## config.mk

```make
export PLATFORM = sky130hd
export DESIGN_NAME = uart_echo_tester
export DESIGN_NICKNAME = d
export VERILOG_FILES = /design/src/rtl/uart_echo_tester.sv
export SDC_FILE = /design/constraint.sdc
export NUM_CORES = 1
export LEC_CHECK = 0
export BUFFER_PORTS_ARGS = -buffer_cell sky130_fd_sc_hd__clkbuf_2
export CORE_MARGIN = 3
export CORE_UTILIZATION = 30
export CTS_BUF_LIST = sky130_fd_sc_hd__clkbuf_4 sky130_fd_sc_hd__clkbuf_8 sky130_fd_sc_hd__clkbuf_16
export DETAILED_ROUTE_END_ITERATION = 10
export GPL_ROUTABILITY_DRIVEN = 0
export PLACE_DENSITY = 0.5
export SLEW_MARGIN = 20
export SYNTH_ARGS = -nofsm -noshare
export SYNTH_HDL_FRONTEND = slang
export SYNTH_SLANG_ARGS = --single-unit
export TNS_END_PERCENT = 30
```

## constraint.sdc

```tcl
create_clock -name sys_clk -period 3.5 [get_ports sys_clk]
set_input_delay 0.175 -clock sys_clk [delete_from_list [all_inputs] [get_ports sys_clk]]
set_output_delay 0.175 -clock sys_clk [all_outputs]
set_load 0.02 [all_outputs]
```

## src/rtl/uart_echo_tester.sv

```systemverilog
// UART loopback self-test initiator: sends a SEED-based incrementing byte pattern,
// waits for each echo, and tallies matches, mismatches and timeouts.
module uart_echo_tester #(
    parameter int         CLK_FREQ  = 50000000,
    parameter int         UART_BPS  = 115200,
    parameter int         NUM_BYTES = 256,
    parameter logic [7:0] SEED      = 8'h00
) (
    input  logic        sys_clk,
    input  logic        sys_rst_n,
    input  logic        start,
    output logic        send_en,
    output logic [7:0]  send_data,
    input  logic        tx_busy,
    input  logic        recv_done,
    input  logic [7:0]  recv_data,
    output logic        busy,
    output logic        done,
    output logic [15:0] pass_cnt,
    output logic [15:0] err_cnt,
    output logic        timeout_seen
);

    localparam int TIMEOUT = (CLK_FREQ / UART_BPS) * 40;
    localparam int TW      = $clog2(TIMEOUT + 1);

    typedef enum logic [1:0] {
        IDLE,
        SEND,
        WAIT_ECHO,
        FINISH
    } state_t;

    state_t        state, state_next;
    logic [15:0]   index, index_next;
    logic [TW-1:0] timer, timer_next;
    logic          send_en_next;
    logic [7:0]    send_data_next;
    logic          busy_next;
    logic          done_next;
    logic [15:0]   pass_next;
    logic [15:0]   err_next;
    logic          timeout_next;
    logic          byte_event;

    function automatic logic [15:0] sat_inc(input logic [15:0] v);
        return (v == 16'hFFFF) ? v : v + 16'd1;
    endfunction

    always_ff @(posedge sys_clk or negedge sys_rst_n) begin
        if (!sys_rst_n) begin
            state        <= IDLE;
            index        <= '0;
            timer        <= '0;
            send_en      <= 1'b0;
            send_data    <= SEED;
            busy         <= 1'b0;
            done         <= 1'b0;
            pass_cnt     <= '0;
            err_cnt      <= '0;
            timeout_seen <= 1'b0;
        end else begin
            state        <= state_next;
            index        <= index_next;
            timer        <= timer_next;
            send_en      <= send_en_next;
            send_data    <= send_data_next;
            busy         <= busy_next;
            done         <= done_next;
            pass_cnt     <= pass_next;
            err_cnt      <= err_next;
            timeout_seen <= timeout_next;
        end
    end

    // A received byte takes priority over a timeout expiring in the same cycle.
    always_comb begin
        state_next     = state;
        index_next     = index;
        timer_next     = timer;
        send_en_next   = 1'b0;
        send_data_next = send_data;
        busy_next      = busy;
        done_next      = 1'b0;
        pass_next      = pass_cnt;
        err_next       = err_cnt;
        timeout_next   = timeout_seen;
        byte_event     = 1'b0;

        case (state)
            IDLE: begin
                if (start) begin
                    state_next   = SEND;
                    busy_next    = 1'b1;
                    pass_next    = '0;
                    err_next     = '0;
                    timeout_next = 1'b0;
                    index_next   = '0;
                end
            end

            SEND: begin
                if (!tx_busy) begin
                    send_data_next = SEED + index[7:0];
                    send_en_next   = 1'b1;
                    timer_next     = '0;
                    state_next     = WAIT_ECHO;
                end
            end

            WAIT_ECHO: begin
                timer_next = timer + TW'(1);
                if (recv_done) begin
                    byte_event = 1'b1;
                    if (recv_data == send_data) begin
                        pass_next = sat_inc(pass_cnt);
                    end else begin
                        err_next = sat_inc(err_cnt);
                    end
                end else if (timer == TW'(TIMEOUT - 1)) begin
                    byte_event   = 1'b1;
                    err_next     = sat_inc(err_cnt);
                    timeout_next = 1'b1;
                end

                if (byte_event) begin
                    if (index == 16'(NUM_BYTES - 1)) begin
                        state_next = FINISH;
                        done_next  = 1'b1;
                        busy_next  = 1'b0;
                    end else begin
                        index_next = index + 16'd1;
                        state_next = SEND;
                    end
                end
            end

            FINISH: begin
                state_next = IDLE;
            end

            default: begin
                state_next = IDLE;
            end
        endcase
    end

endmodule

```

==> report_table.html, run 1 <==
<table>
<tr><th>Metric</th><th>Value</th></tr>
<tr><th colspan="2">Run status</th></tr>
<tr><td>Result of the run</td><td>completed</td></tr>
<tr><th colspan="2">Floorplanning</th></tr>
<tr><td>Height of the chip</td><td>121 um</td></tr>
<tr><td>Initial cell density of the core</td><td>0.311</td></tr>
<tr><td>Horizontal die dimension</td><td>~120 um</td></tr>
<tr><td>Die area</td><td>approximately 15000 um^2</td></tr>
<tr><td>Cell row count</td><td>41</td></tr>
<tr><td>CORE AREA</td><td>12800 um^2</td></tr>
<tr><td>Top Ports</td><td>57</td></tr>
<tr><th colspan="2">Logic synthesis</th></tr>
<tr><td>Leading post-synthesis cells by instance count</td><td>sky130_fd_sc_hd__dfrtp_1 (77), sky130_fd_sc_hd__nand2_1 (67), sky130_fd_sc_hd__nand3_1 (36), sky130_fd_sc_hd__o21ai_0 (34), sky130_fd_sc_hd__nor2_1 (31)</td></tr>
<tr><td>Number of instances in the synthesized netlist</td><td>445</td></tr>
<tr><td>Syn Std Cell Area</td><td>3990 um^2</td></tr>
<tr><td>Leading cell type by number of instances after synthesis</td><td>sky130_fd_sc_hd__dfrtp_1</td></tr>
<tr><td>Number of nets in the synthesized netlist</td><td>462</td></tr>
<tr><td>Most common flop cell mapped by yosys</td><td>sky130_fd_sc_hd__dfrtp_1</td></tr>
<tr><td>Synth warnings</td><td>0</td></tr>
<tr><td>Number of flops mapped to enable cells by yosys</td><td>0</td></tr>
<tr><td>Ranking of synthesized cells by area</td><td>sky130_fd_sc_hd__dfrtp_1 (48%), sky130_fd_sc_hd__nand2_1 (6.3%), sky130_fd_sc_hd__nand3_1 (4.5%)</td></tr>
<tr><td>Cell type with the highest aggregate area in the netlist</td><td>sky130_fd_sc_hd__dfrtp_1</td></tr>
<tr><td>Syn avg cell area</td><td>8.97 um^2</td></tr>
<tr><td>Share of the yosys chip area belonging to registers</td><td>0.482</td></tr>
<tr><td>Fraction of synthesis flops using an asynchronous set or reset pin</td><td>1.00</td></tr>
<tr><td>Post-synth top area share</td><td>0.482</td></tr>
<tr><td>Yosys reg bits</td><td>77</td></tr>
<tr><td>Cell variety after synth</td><td>45</td></tr>
<tr><th colspan="2">Layout</th></tr>
<tr><td>Share of final-layout standard cells stronger than drive strength 1</td><td>0.168</td></tr>
<tr><td>Final standard cell area without fillers</td><td>4800 um^2</td></tr>
<tr><td>Number of nets in the final layout</td><td>a little over 500</td></tr>
<tr><td>Layout overhead on the synthesized area</td><td>20.2%</td></tr>
<tr><td>Final Non-Filler Cells</td><td>677</td></tr>
<tr><td>Antenna cells</td><td>0</td></tr>
<tr><th colspan="2">Global routing</th></tr>
<tr><td>Number of global-route vias before repair</td><td>3442</td></tr>
<tr><td>Wire length of the first global-routing pass</td><td>17000 um</td></tr>
<tr><td>Overflow left after global routing</td><td>0</td></tr>
<tr><td>GRT Total Usage</td><td>0.144</td></tr>
<tr><td>Pin count of the biggest net entering global routing</td><td>78</td></tr>
<tr><td>Initial antenna violation count</td><td>0</td></tr>
<tr><th colspan="2">Clock tree</th></tr>
<tr><td>Clock transition at the register clock pins on the worst setup and hold paths after CTS</td><td>60 ps</td></tr>
<tr><td>H-tree depth</td><td>3</td></tr>
<tr><td>Root Buffer Master</td><td>sky130_fd_sc_hd__clkbuf_16</td></tr>
<tr><td>Clock tree from TritonCTS</td><td>done</td></tr>
<tr><td>Largest buffer count on any clock path</td><td>2</td></tr>
<tr><td>Number of sinks on the clock net</td><td>77</td></tr>
<tr><td>Resized cells post-CTS</td><td>0</td></tr>
<tr><td>Cts bufs inserted</td><td>9</td></tr>
<tr><td>Skew-Pair Late Insertion Delay</td><td>~340 ps</td></tr>
<tr><th colspan="2">Pwr</th></tr>
<tr><td>Total power draw</td><td>2.47 mW</td></tr>
<tr><td>Peak supply drop</td><td>about 220 uV</td></tr>
<tr><td>Total leakage power</td><td>2.23 nW</td></tr>
<tr><td>Cell area power density</td><td>a little over 500 nW/um^2</td></tr>
<tr><th colspan="2">Placed design</th></tr>
<tr><td>Total half-perimeter wirelength after legalization and detailed placement</td><td>6990 um</td></tr>
<tr><td>Cell area after placement</td><td>~4500 um^2</td></tr>
<tr><td>PortBufs</td><td>56</td></tr>
<tr><td>Number of cells after detailed placement</td><td>660</td></tr>
<tr><th colspan="2">Critical path</th></tr>
<tr><td>Worst path top cell family by delay</td><td>simple AND/OR/NAND/NOR gates</td></tr>
<tr><td>CP required</td><td>3760 ps</td></tr>
<tr><td>CP Class</td><td>register to register</td></tr>
<tr><td>Levels on crit path</td><td>8</td></tr>
<tr><td>CP Launch Type</td><td>register</td></tr>
<tr><td>CP Data Arrival Time</td><td>2800 ps</td></tr>
<tr><td>List of cells traversed by the critical path</td><td>ha_1, and3_1, and4_1, nand3_1, a21oi_2, buf_4, or4_1, a21oi_1</td></tr>
<tr><td>Stage delay of the slowest cell on the critical path</td><td>between 500 and 600 ps</td></tr>
<tr><td>Largest driver fanout on the critical path</td><td>15</td></tr>
<tr><td>Critical path's slowest cell</td><td>sky130_fd_sc_hd__or4_1</td></tr>
<tr><td>CP bufs+invs</td><td>1</td></tr>
<tr><td>Worst Reg-to-Reg Cells</td><td>8</td></tr>
<tr><td>Endpoint class of the critical path</td><td>register</td></tr>
<tr><th colspan="2">STA</th></tr>
<tr><td>Setup repair after global routing missed its margin</td><td>no</td></tr>
<tr><td>Count of endpoints failing hold in the final timing report</td><td>0</td></tr>
<tr><td>Final setup viols</td><td>0</td></tr>
<tr><td>Worst slew margin relative to its limit</td><td>0.396</td></tr>
<tr><td>Min cycle time layout</td><td>approximately 2500 ps</td></tr>
<tr><td>Worst-case clock skew</td><td>7.24 ps</td></tr>
<tr><td>Transition at the pin with the smallest max-transition slack</td><td>906 ps</td></tr>
<tr><td>Sum Neg Setup Slack</td><td>0 ps</td></tr>
<tr><td>Period Utilization, post-route</td><td>0.725</td></tr>
<tr><td>Timing-limited maximum frequency</td><td>between 0.3 and 0.4 GHz</td></tr>
<tr><td>Max-slew violation count</td><td>0</td></tr>
<tr><th colspan="2">Worst hold path</th></tr>
<tr><td>Path type of the worst min-delay path</td><td>primary input to register</td></tr>
<tr><td>Hold Path Depth</td><td>3</td></tr>
<tr><th colspan="2">Routing</th></tr>
<tr><td>Antenna viol nets, final</td><td>0</td></tr>
<tr><td>Wirelength per Cell</td><td>15.1 um</td></tr>
<tr><td>Number of vias after detailed routing</td><td>3513</td></tr>
<tr><td>Count of TritonRoute iterations in the first routing pass</td><td>6</td></tr>
<tr><td>Detailed-route wire length</td><td>10200 um</td></tr>
<tr><td>DRC marker count from the first detailed-route iteration</td><td>roughly 290</td></tr>
<tr><td>DRC Markers</td><td>0</td></tr>
<tr><td>Vias per cell</td><td>between 5 and 6</td></tr>
<tr><th colspan="2">Flow run</th></tr>
<tr><td>Number of max-cap violations</td><td>0</td></tr>
</table>
## where the power goes
group / internal, mW / switching (mW) / total, mW
Combinational: 0.114 / 0.323 / 0.438
Clock: 0.680 / 0.372 / 1.05
Sequential: 0.932 / 0.0487 / 0.980
Total: 1.73 / 0.744 / 2.47
## routing by layer
metal  track usage  share of wire
met1         0.196           0.50
met3        0.0298          0.033
met4        0.0581          0.021
met2         0.222           0.45
met5             0              0
## cells in the final DEF, fill, tap and decap left out, drive strengths merged, types with 5 or more instances in the layout
cell,n
xor2,18
or3,8
and4,7
o211ai,6
inv,6
o31ai,14
nand4,16
and3,18
nor2,32
buf,5
or4,12
nand3,36
o21ai,37
dfrtp,77
and2,9
a21oi,22
nor3,5
clkbuf,68
nand2,67
## state kept, by name, summed over array words and instances, names as in the netlist
signal        count
timer            15
state             2
index            16
pass_cnt         16
err_cnt          16
send_en           1
busy              1
done              1
send_data         8
timeout_seen      1
## per-stage QoR
| step | utilization | worst slack [ps] | hold WS, ps |
|---|---|---|---|
| finish | 0.374 | 962 | 123 |
| global route | 0.374 | 704 | 122 |
| CTS | 0.373 | 960 | 59.9 |
| detailed placement | 0.347 | 979 | 429 |
| global placement | 0.347 | 1020 | 427 |
| floorplan | - | 1240 | -121 |
## path summary, 6_finish.rpt
path | startpoint | endpoint | slack [ps]
worst max-delay path | err_cnt[0] | err_cnt[3] | 960
max in group asynchronous | sys_rst_n | pass_cnt[5] | 2560
worst max register to register | err_cnt[0] | err_cnt[3] | 960
min in group asynchronous | sys_rst_n | timer[14] | 440
worst min-delay path | tx_busy | state[0] | 120
worst min register to register | timer[14] | timer[14] | 470
## layout make-up
| class | instances | area [um^2] |
|---|---|---|
| inverter | 7 | 26.3 |
| tap | 172 | 215 |
| sequential | 77 | 1930 |
| multi-input combinational | 344 | 1970 |
| clock buffer | 13 | 268 |
| timing repair buffer | 61 | 327 |
| clock inverter | 3 | 67.6 |
| fill | 1317 | 8030 |
## logic make-up (layout without fill, tap and decap cells)
kind of cell,after synthesis,in the layout,share of synthesized area
flip-flops,77,77,0.482
AND/OR/NAND/NOR,223,223,0.287
AO/OA/AOI/OAI,95,95,0.144
XOR/XNOR,19,19,0.0417
buffers and inverters,24,84,0.0244
adder cells (fa/ha/maj),4,4,0.0125
multiplexers,3,3,0.00752
## what timing repair did
item | 4_1_cts | 5_1_grt
hold buffers | 0 | 1
endpoints found under the hold margin | 0 | 77
buffers inserted | 0 | 0
## worst register-to-register path, cell delays in order (launching register included)
cell and delay [ps]:
sky130_fd_sc_hd__dfrtp_1 440, sky130_fd_sc_hd__ha_1 260, sky130_fd_sc_hd__and3_1 230, sky130_fd_sc_hd__and4_1 270, sky130_fd_sc_hd__nand3_1 190, sky130_fd_sc_hd__a21oi_2 180, sky130_fd_sc_hd__buf_4 230, sky130_fd_sc_hd__or4_1 510
sky130_fd_sc_hd__a21oi_1 150
Note: power is estimated with default switching activity, not from simulation.
==> run 2: changes to the inputs <==
- clock period: 3.5 -> 2.65 ns (I/O delays scaled with it)
==> run 2 against run 1 <==
Effect of this change: clock power is 37% higher; utilization is 0.68 points higher; setup slack worse by 650 ps; cell count is 1.3% higher; cell area is 1.8% higher; die area stayed put; maximum frequency increased by 8.7%; wire length is 1.3% lower; critical path type unchanged.
==> report_table.html, run 2 (synthesized netlist as in run 1, its figures left out) <==
<table>
<tr><th>Metric</th><th>Value</th></tr>
<tr><th colspan="2">Clock tree</th></tr>
<tr><td>Root Buffer Master</td><td>sky130_fd_sc_hd__clkbuf_16</td></tr>
<tr><td>Clock transition at the register clock pins on the worst setup and hold paths after CTS</td><td>60 ps (about the same)</td></tr>
<tr><td>Clock tree from TritonCTS</td><td>done</td></tr>
<tr><td># hold bufs at CTS</td><td>0 (unchanged)</td></tr>
<tr><td>Resized cells post-CTS</td><td>0 (unchanged)</td></tr>
<tr><td>Skew-Pair Late Insertion Delay</td><td>340 ps (about the same)</td></tr>
<tr><td>Number of sinks on the clock net</td><td>77 (unchanged)</td></tr>
<tr><td>Cts bufs inserted</td><td>9 (unchanged)</td></tr>
<tr><td>Largest buffer count on any clock path</td><td>2 (unchanged)</td></tr>
<tr><td>Total setup buffers inserted after CTS</td><td>0 (unchanged)</td></tr>
<tr><td>H-tree depth</td><td>3 (unchanged)</td></tr>
<tr><th colspan="2">Pwr</th></tr>
<tr><td>Sw power</td><td>0.973 mW (+31%)</td></tr>
<tr><td>Internal power of the cells</td><td>2.39 mW (+39%)</td></tr>
<tr><td>Proportion of power drawn by flip-flops and latches</td><td>0.384 (-0.013)</td></tr>
<tr><td>Cell area power density</td><td>688 nW/um^2 (+34%)</td></tr>
<tr><td>Logic gate share of total power</td><td>0.188 (+0.011)</td></tr>
<tr><td>Peak supply drop</td><td>275 uV (+25%)</td></tr>
<tr><td>Switching share of total power</td><td>0.289 (-0.0119)</td></tr>
<tr><td>Total leakage power</td><td>2.29 nW (+2.5%)</td></tr>
<tr><td>Total power draw</td><td>3.36 mW (+36%)</td></tr>
<tr><td>Clock network fraction of total power</td><td>0.428 (+0.002)</td></tr>
<tr><th colspan="2">Critical path</th></tr>
<tr><td>Stage delay of the slowest cell on the critical path</td><td>500 ps (about the same)</td></tr>
<tr><td>CP required</td><td>2910 ps (-850 ps)</td></tr>
<tr><td>R2r endpoint</td><td>err_cnt[3]</td></tr>
<tr><td>CP Launch Type</td><td>register</td></tr>
<tr><td>Critical Path Start</td><td>err_cnt[0]</td></tr>
<tr><td>Critical path's slowest cell</td><td>sky130_fd_sc_hd__or4_1</td></tr>
<tr><td>R2r startpoint</td><td>err_cnt[0]</td></tr>
<tr><td>CP bufs+invs</td><td>1 (unchanged)</td></tr>
<tr><td>CP Data Arrival Time</td><td>2600 ps (-200 ps)</td></tr>
<tr><td>Worst Reg-to-Reg Cells</td><td>8 (unchanged)</td></tr>
<tr><td>List of cells traversed by the critical path</td><td>ha_1, and3_1, and4_1, nand3_1, a21oi_2, buf_4, or4_1, a21oi_1</td></tr>
<tr><td>Setup slack on the worst flop-to-flop path</td><td>310 ps (-650 ps)</td></tr>
<tr><td>Endpoint class of the critical path</td><td>register</td></tr>
<tr><td>Largest driver fanout on the critical path</td><td>15 (unchanged)</td></tr>
<tr><td>Worst path top cell family by delay</td><td>simple AND/OR/NAND/NOR gates</td></tr>
<tr><td>CP Class</td><td>register to register</td></tr>
<tr><th colspan="2">Routing</th></tr>
<tr><td>Count of TritonRoute iterations in the first routing pass</td><td>4 (-2)</td></tr>
<tr><td>Detailed-route wire length</td><td>10100 um (-1.3%)</td></tr>
<tr><td>DRC Markers</td><td>0 (unchanged)</td></tr>
<tr><td>DRC marker count from the first detailed-route iteration</td><td>241 (-16%)</td></tr>
<tr><td>Wirelength per Cell</td><td>14.7 um (-2.6%)</td></tr>
<tr><td>Vias per cell</td><td>5.05 (-2.8%)</td></tr>
<tr><td>Antenna viol nets, final</td><td>0 (unchanged)</td></tr>
<tr><td>Number of vias after detailed routing</td><td>3461 (-1.5%)</td></tr>
<tr><th colspan="2">STA</th></tr>
<tr><td>Sum Neg Setup Slack</td><td>0 ps (unchanged)</td></tr>
<tr><td>Final setup viols</td><td>0 (unchanged)</td></tr>
<tr><td>Transition at the pin with the smallest max-transition slack</td><td>732 ps (-174 ps)</td></tr>
<tr><td>Worst slew margin relative to its limit</td><td>0.512 (+0.116)</td></tr>
<tr><td>Min cycle time layout</td><td>2340 ps (-202 ps)</td></tr>
<tr><td>Setup repair after global routing missed its margin</td><td>no</td></tr>
<tr><td>Timing-limited maximum frequency</td><td>0.428 GHz (+8.7%)</td></tr>
<tr><td>Count of endpoints failing hold in the final timing report</td><td>0 (unchanged)</td></tr>
<tr><td>Max-slew violation count</td><td>0 (unchanged)</td></tr>
<tr><td>Period Utilization, post-route</td><td>0.881 (+0.156)</td></tr>
<tr><td>Worst-case clock skew</td><td>5.69 ps (-1.55 ps)</td></tr>
<tr><th colspan="2">Floorplanning</th></tr>
<tr><td>Die area</td><td>14700 um^2 (unchanged)</td></tr>
<tr><td>CORE AREA</td><td>12800 um^2 (unchanged)</td></tr>
<tr><td>Height of the chip</td><td>121 um (unchanged)</td></tr>
<tr><td>Horizontal die dimension</td><td>121 um (unchanged)</td></tr>
<tr><td>Top Ports</td><td>57 (unchanged)</td></tr>
<tr><td>Initial cell density of the core</td><td>0.311 (unchanged)</td></tr>
<tr><td>Cell row count</td><td>41 (unchanged)</td></tr>
<tr><th colspan="2">Worst hold path</th></tr>
<tr><td>Path type of the worst min-delay path</td><td>primary input to register</td></tr>
<tr><td>Startpoint of the most critical hold path</td><td>tx_busy</td></tr>
<tr><td>Endpoint with the worst hold slack</td><td>state[0]</td></tr>
<tr><td>Hold Path Depth</td><td>3 (unchanged)</td></tr>
<tr><th colspan="2">Layout</th></tr>
<tr><td>Registers with the most flip-flops</td><td>err_cnt (16), index (16), pass_cnt (16)</td></tr>
<tr><td>Antenna cells</td><td>0 (unchanged)</td></tr>
<tr><td>Final-layout fill cell count</td><td>1327 (+0.76%)</td></tr>
<tr><td>Share of final-layout standard cells stronger than drive strength 1</td><td>0.183 (+0.0146)</td></tr>
<tr><td>Number of nets in the final layout</td><td>527 (+1.9%)</td></tr>
<tr><td>Reg area</td><td>1930 um^2 (unchanged)</td></tr>
<tr><td>Multi-input gate area</td><td>1970 um^2 (unchanged)</td></tr>
<tr><td>Commonest cells after routing, fill and taps aside</td><td>sky130_fd_sc_hd__dfrtp_1 (77), sky130_fd_sc_hd__nand2_1 (67), sky130_fd_sc_hd__clkbuf_2 (55)</td></tr>
<tr><td>Most common cell after layout, fill and taps aside</td><td>sky130_fd_sc_hd__dfrtp_1</td></tr>
<tr><td>Layout overhead on the synthesized area</td><td>22.4%</td></tr>
<tr><th colspan="2">Placed design</th></tr>
<tr><td>PortBufs</td><td>56 (unchanged)</td></tr>
<tr><td>Total half-perimeter wirelength after legalization and detailed placement</td><td>7010 um (+0.26%)</td></tr>
<tr><th colspan="2">Global routing</th></tr>
<tr><td>Number of global-route vias before repair</td><td>3303 (-4.0%)</td></tr>
<tr><td>GRT Total Usage</td><td>0.144 (about the same)</td></tr>
<tr><td>Wire length of the first global-routing pass</td><td>16800 um (-1.1%)</td></tr>
<tr><td>Pin count of the biggest net entering global routing</td><td>78 (unchanged)</td></tr>
<tr><td>Overflow left after global routing</td><td>0 (unchanged)</td></tr>
<tr><td>Initial antenna violation count</td><td>0 (unchanged)</td></tr>
<tr><th colspan="2">Run status</th></tr>
<tr><td>Result of the run</td><td>completed</td></tr>
<tr><th colspan="2">Flow run</th></tr>
<tr><td>Number of max-cap violations</td><td>0 (unchanged)</td></tr>
</table>
==> run 2: cell count changes in the layout (fill, tap and decap cells not counted) <==
cell	before	now
sky130_fd_sc_hd__bufinv_16	2	3
sky130_fd_sc_hd__clkinv_2	0	1
sky130_fd_sc_hd__buf_4	4	14
sky130_fd_sc_hd__clkinvlp_4	1	0
sky130_fd_sc_hd__clkbuf_4	2	0
==> run 2: worst min-delay path: cells and delay by family <==
| family | cells | cell delay [ps] |
|---|---|---|
| and+or+nand+nor | 2 | 130 |
| buffers and inverters | 1 | 110 |
==> run 2: layout make-up <==
class	instances	area share
multi-input cells	344	0.403
flip-flops and latches	77	0.394
repair buffers	71	0.0822
clock buffers	11	0.0517
well taps	172	0.0440
clock inverters	4	0.0195
inverters	7	0.00538
==> run 2: power groups by stage <==
stage / combinational [mW] / sequential, mW / clock (mW)
3_3_place_gp: 0.637 / 1.31 / 0
3_5_place_dp: 0.635 / 1.31 / 0
2_1_floorplan: 0.365 / 1.32 / 0
4_1_cts: 0.636 / 1.29 / 1.49
6_report: 0.632 / 1.29 / 1.44
5_1_grt: 0.709 / 1.30 / 1.54
==> run 2: how the worst max path moves through the flow <==
stage	endpoint	slack [ps]	cells after the start
final	err_cnt[3]	310	8
after CTS	err_cnt[3]	320	8
after global placement	err_cnt[3]	370	8
after floorplan	err_cnt[7]	390	9
after global routing	err_cnt[3]	160	8
after detailed placement	err_cnt[11]	330	8
==> run 2: metal layers <==
layer | share of wire | track usage | wire length, um
met2 | 0.45 | 0.213 | 4530
met5 | 0 | 0 | 0
met3 | 0.028 | 0.0252 | 279
met1 | 0.51 | 0.204 | 5100
met4 | 0.016 | 0.0651 | 165
==> run 2: metrics by stage <==
step / hold WS [ps] / util / std cells / worst slack [ps] / instance area (um^2)
6_report: 76.7 / 0.381 / 686 / 315 / 4890
5_1_grt: 73.2 / 0.381 / 686 / 157 / 4890
4_1_cts: 21.4 / 0.380 / 685 / 321 / 4870
3_5_place_dp: 384 / 0.353 / 670 / 335 / 4530
3_3_place_gp: 392 / 0.353 / 670 / 373 / 4530
2_1_floorplan: -163 / - / 445 / 388 / 3990
==> run 3: changes to the inputs <==
- BUFFER_PORTS_ARGS: -buffer_cell sky130_fd_sc_hd__clkbuf_2 -> unset
- CORE_MARGIN: 3 -> unset
- DONT_BUFFER_PORTS: unset -> 1
- PLACE_DENSITY: 0.5 -> 0.47
- SLEW_MARGIN: 20 -> 10
==> run 3 against run 2 <==
Effect of this change: register-to-register slack got worse by 70 ps; clock skew fell by 1.5 ps; critical path type unchanged; sequential share of layout area is 2.0 points higher; largest cell class unchanged; clock power decreased by 9%; cell area is 4.9% lower.
==> report_table.html, run 3 (synthesized netlist as in run 1, its figures left out) <==
<table>
<tr><th>Metric</th><th>Value</th></tr>
<tr><th colspan="2">Critical path</th></tr>
<tr><td>CP Data Arrival Time</td><td>2630 ps (+30 ps)</td></tr>
<tr><td>Setup slack on the worst flop-to-flop path</td><td>240 ps (-70 ps)</td></tr>
<tr><td>CP Launch Type</td><td>register</td></tr>
<tr><td>Stage delay of the slowest cell on the critical path</td><td>480 ps (-20 ps)</td></tr>
<tr><td>Critical path's slowest cell</td><td>sky130_fd_sc_hd__dfrtp_1</td></tr>
<tr><td>CP Class</td><td>register to register</td></tr>
<tr><td>CP required</td><td>2870 ps (-40 ps)</td></tr>
<tr><td>Largest driver fanout on the critical path</td><td>11 (-4)</td></tr>
<tr><td>List of cells traversed by the critical path</td><td>xor2_1, nor4_1, and3_1, nand3_1, o41ai_1</td></tr>
<tr><td>Endpoint class of the critical path</td><td>register</td></tr>
<tr><th colspan="2">Pwr</th></tr>
<tr><td>Proportion of power drawn by flip-flops and latches</td><td>0.404 (+0.020)</td></tr>
<tr><td>Switching share of total power</td><td>0.307 (+0.0175)</td></tr>
<tr><td>Peak supply drop</td><td>311 uV (+13%)</td></tr>
<tr><td>Logic gate share of total power</td><td>0.189 (about the same)</td></tr>
<tr><td>Cell area power density</td><td>696 nW/um^2 (+1.1%)</td></tr>
<tr><td>Total leakage power</td><td>2.06 nW (-10%)</td></tr>
<tr><td>Sw power</td><td>0.992 mW (+1.9%)</td></tr>
<tr><td>Internal power of the cells</td><td>2.24 mW (-6.3%)</td></tr>
<tr><td>Clock network fraction of total power</td><td>0.407 (-0.021)</td></tr>
<tr><th colspan="2">STA</th></tr>
<tr><td>Transition at the pin with the smallest max-transition slack</td><td>503 ps (-229 ps)</td></tr>
<tr><td>Sum Neg Setup Slack</td><td>0 ps (unchanged)</td></tr>
<tr><td>Max-slew violation count</td><td>0 (unchanged)</td></tr>
<tr><td>Period Utilization, post-route</td><td>0.908 (+0.0264)</td></tr>
<tr><td>Worst-case clock skew</td><td>4.20 ps (-1.49 ps)</td></tr>
<tr><td>Count of endpoints failing hold in the final timing report</td><td>0 (unchanged)</td></tr>
<tr><td>Worst slew margin relative to its limit</td><td>0.665 (+0.153)</td></tr>
<tr><td>Final setup viols</td><td>0 (unchanged)</td></tr>
<tr><td>Min cycle time layout</td><td>2410 ps (+70.1 ps)</td></tr>
<tr><td>Timing-limited maximum frequency</td><td>0.416 GHz (-2.9%)</td></tr>
<tr><td>Setup repair after global routing missed its margin</td><td>no</td></tr>
<tr><th colspan="2">Routing</th></tr>
<tr><td>Number of vias after detailed routing</td><td>3329 (-3.8%)</td></tr>
<tr><td>Wirelength per Cell</td><td>15.9 um (+8.1%)</td></tr>
<tr><td>Count of TritonRoute iterations in the first routing pass</td><td>4 (unchanged)</td></tr>
<tr><td>Detailed-route wire length</td><td>10100 um (+0.52%)</td></tr>
<tr><td>DRC Markers</td><td>0 (unchanged)</td></tr>
<tr><td>Antenna viol nets, final</td><td>0 (unchanged)</td></tr>
<tr><td>DRC marker count from the first detailed-route iteration</td><td>166 (-31%)</td></tr>
<tr><td>Vias per cell</td><td>5.22 (+3.4%)</td></tr>
<tr><th colspan="2">Global routing</th></tr>
<tr><td>GRT Total Usage</td><td>0.156 (+0.0123)</td></tr>
<tr><td>Pin count of the biggest net entering global routing</td><td>78 (unchanged)</td></tr>
<tr><td>Met2 global-route usage</td><td>0.238 (+0.0243)</td></tr>
<tr><td>Most congested layer reported by global routing</td><td>met2</td></tr>
<tr><td>Number of global-route vias before repair</td><td>3267 (-1.1%)</td></tr>
<tr><td>Met3 track demand over resource in global routing</td><td>0.0452 (+0.0201)</td></tr>
<tr><td>Overflow left after global routing</td><td>0 (unchanged)</td></tr>
<tr><td>GR Util met1</td><td>0.209 (+0.00517)</td></tr>
<tr><td>Wire length of the first global-routing pass</td><td>17100 um (+2.0%)</td></tr>
<tr><td>Initial antenna violation count</td><td>0 (unchanged)</td></tr>
<tr><th colspan="2">Floorplanning</th></tr>
<tr><td>Cell row count</td><td>41 (unchanged)</td></tr>
<tr><td>Height of the chip</td><td>117 um (-3.3%)</td></tr>
<tr><td>Die area</td><td>13800 um^2 (-6.5%)</td></tr>
<tr><td>CORE AREA</td><td>12800 um^2 (unchanged)</td></tr>
<tr><td>Horizontal die dimension</td><td>117 um (-3.3%)</td></tr>
<tr><td>Initial cell density of the core</td><td>0.311 (unchanged)</td></tr>
<tr><td>Top Ports</td><td>57 (unchanged)</td></tr>
<tr><th colspan="2">Clock tree</th></tr>
<tr><td>Resized cells post-CTS</td><td>0 (unchanged)</td></tr>
<tr><td>Cts bufs inserted</td><td>9 (unchanged)</td></tr>
<tr><td>Number of sinks on the clock net</td><td>77 (unchanged)</td></tr>
<tr><td>Clock transition at the register clock pins on the worst setup and hold paths after CTS</td><td>60 ps (about the same)</td></tr>
<tr><td>Root Buffer Master</td><td>sky130_fd_sc_hd__clkbuf_16</td></tr>
<tr><td>Skew-Pair Late Insertion Delay</td><td>330 ps (about the same)</td></tr>
<tr><td>H-tree depth</td><td>3 (unchanged)</td></tr>
<tr><td>Total setup buffers inserted after CTS</td><td>0 (unchanged)</td></tr>
<tr><td>Largest buffer count on any clock path</td><td>2 (unchanged)</td></tr>
<tr><td># hold bufs at CTS</td><td>4 (+4)</td></tr>
<tr><td>Clock tree from TritonCTS</td><td>done</td></tr>
<tr><th colspan="2">Layout</th></tr>
<tr><td>Most common cell after layout, fill and taps aside</td><td>sky130_fd_sc_hd__dfrtp_1</td></tr>
<tr><td>Number of nets in the final layout</td><td>478 (-9.3%)</td></tr>
<tr><td>Registers with the most flip-flops</td><td>err_cnt (16), index (16), pass_cnt (16)</td></tr>
<tr><td>Layout overhead on the synthesized area</td><td>16.3%</td></tr>
<tr><td>Antenna cells</td><td>0 (unchanged)</td></tr>
<tr><td>Final Non-Filler Cells</td><td>638 (-7.0%)</td></tr>
<tr><td>Commonest cells after routing, fill and taps aside</td><td>sky130_fd_sc_hd__dfrtp_1 (77), sky130_fd_sc_hd__nand2_1 (67), sky130_fd_sc_hd__nand3_1 (36)</td></tr>
<tr><td>Share of final-layout standard cells stronger than drive strength 1</td><td>0.0944 (-0.0885)</td></tr>
<tr><th colspan="2">Flow run</th></tr>
<tr><td>Number of max-cap violations</td><td>0 (unchanged)</td></tr>
<tr><th colspan="2">Placed design</th></tr>
<tr><td>PortBufs</td><td>0 (-100%)</td></tr>
<tr><td>Total half-perimeter wirelength after legalization and detailed placement</td><td>6900 um (-1.6%)</td></tr>
<tr><td>Number of cells after detailed placement</td><td>618 (-7.8%)</td></tr>
<tr><th colspan="2">Run status</th></tr>
<tr><td>Result of the run</td><td>completed</td></tr>
<tr><th colspan="2">Worst hold path</th></tr>
<tr><td>Path type of the worst min-delay path</td><td>primary input to register</td></tr>
</table>
[run 3: per-stage QoR]
| step | utilization | instance area, um^2 | power (mW) | hold WS (ps) | setup WS, ps |
|---|---|---|---|---|---|
| detailed placement | 0.333 | 4270 | 1.91 | -159 | 252 |
| CTS | 0.362 | 4650 | 3.28 | 33.1 | 193 |
| global route | 0.362 | 4650 | 3.42 | 69.9 | 116 |
| finish | 0.362 | 4650 | 3.23 | 44.1 | 245 |
| global placement | 0.333 | 4270 | 1.90 | -159 | 319 |
| floorplan | - | 3990 | 1.69 | -163 | 388 |
[run 3: path summary, 6_finish.rpt]
kind,start,end,depth (start not counted)
setup / recovery,send_data[2],pass_cnt[13],5
hold reg to reg,timer[14],timer[14],1
hold / removal,recv_done,timeout_seen,3
max in group asynchronous,sys_rst_n,timer[13],2
min in group asynchronous,sys_rst_n,index[9],2
setup reg to reg,send_data[2],pass_cnt[13],5
[run 3: final cells by class]
type                       count  area (um^2)
sequential                    77         1930
multi-input combinational    344         1970
timing repair buffer          22          193
tap                          172          215
fill                        1351         8180
clock inverter                 7         90.1
inverter                       7         26.3
clock buffer                   9          225
[run 3: worst max-delay path, delay by kind of cell (launching register included)]
kind                      cells  cell delay, ps
and+or+nand+nor               3            1190
DFF                           1             480
xor gates and xnor gates      1             200
AOI/OAI and AO/OA             1             430
[run 3: per-layer routing]
layer / routed length [um] / vias up
li1: - / 1654
met1: 5020 / 1597
met2: 4400 / 65
met3: 551 / 13
met4: 152 / 0
met5: 0 / -
[run 3: power by group through the flow]
stage               clock [mW]  combinational, mW  sequential [mW]
finish                    1.31              0.612             1.31
global route              1.41              0.695             1.32
CTS                       1.35              0.623             1.30
detailed placement           0              0.585             1.33
global placement             0              0.577             1.32
floorplan                    0              0.365             1.32
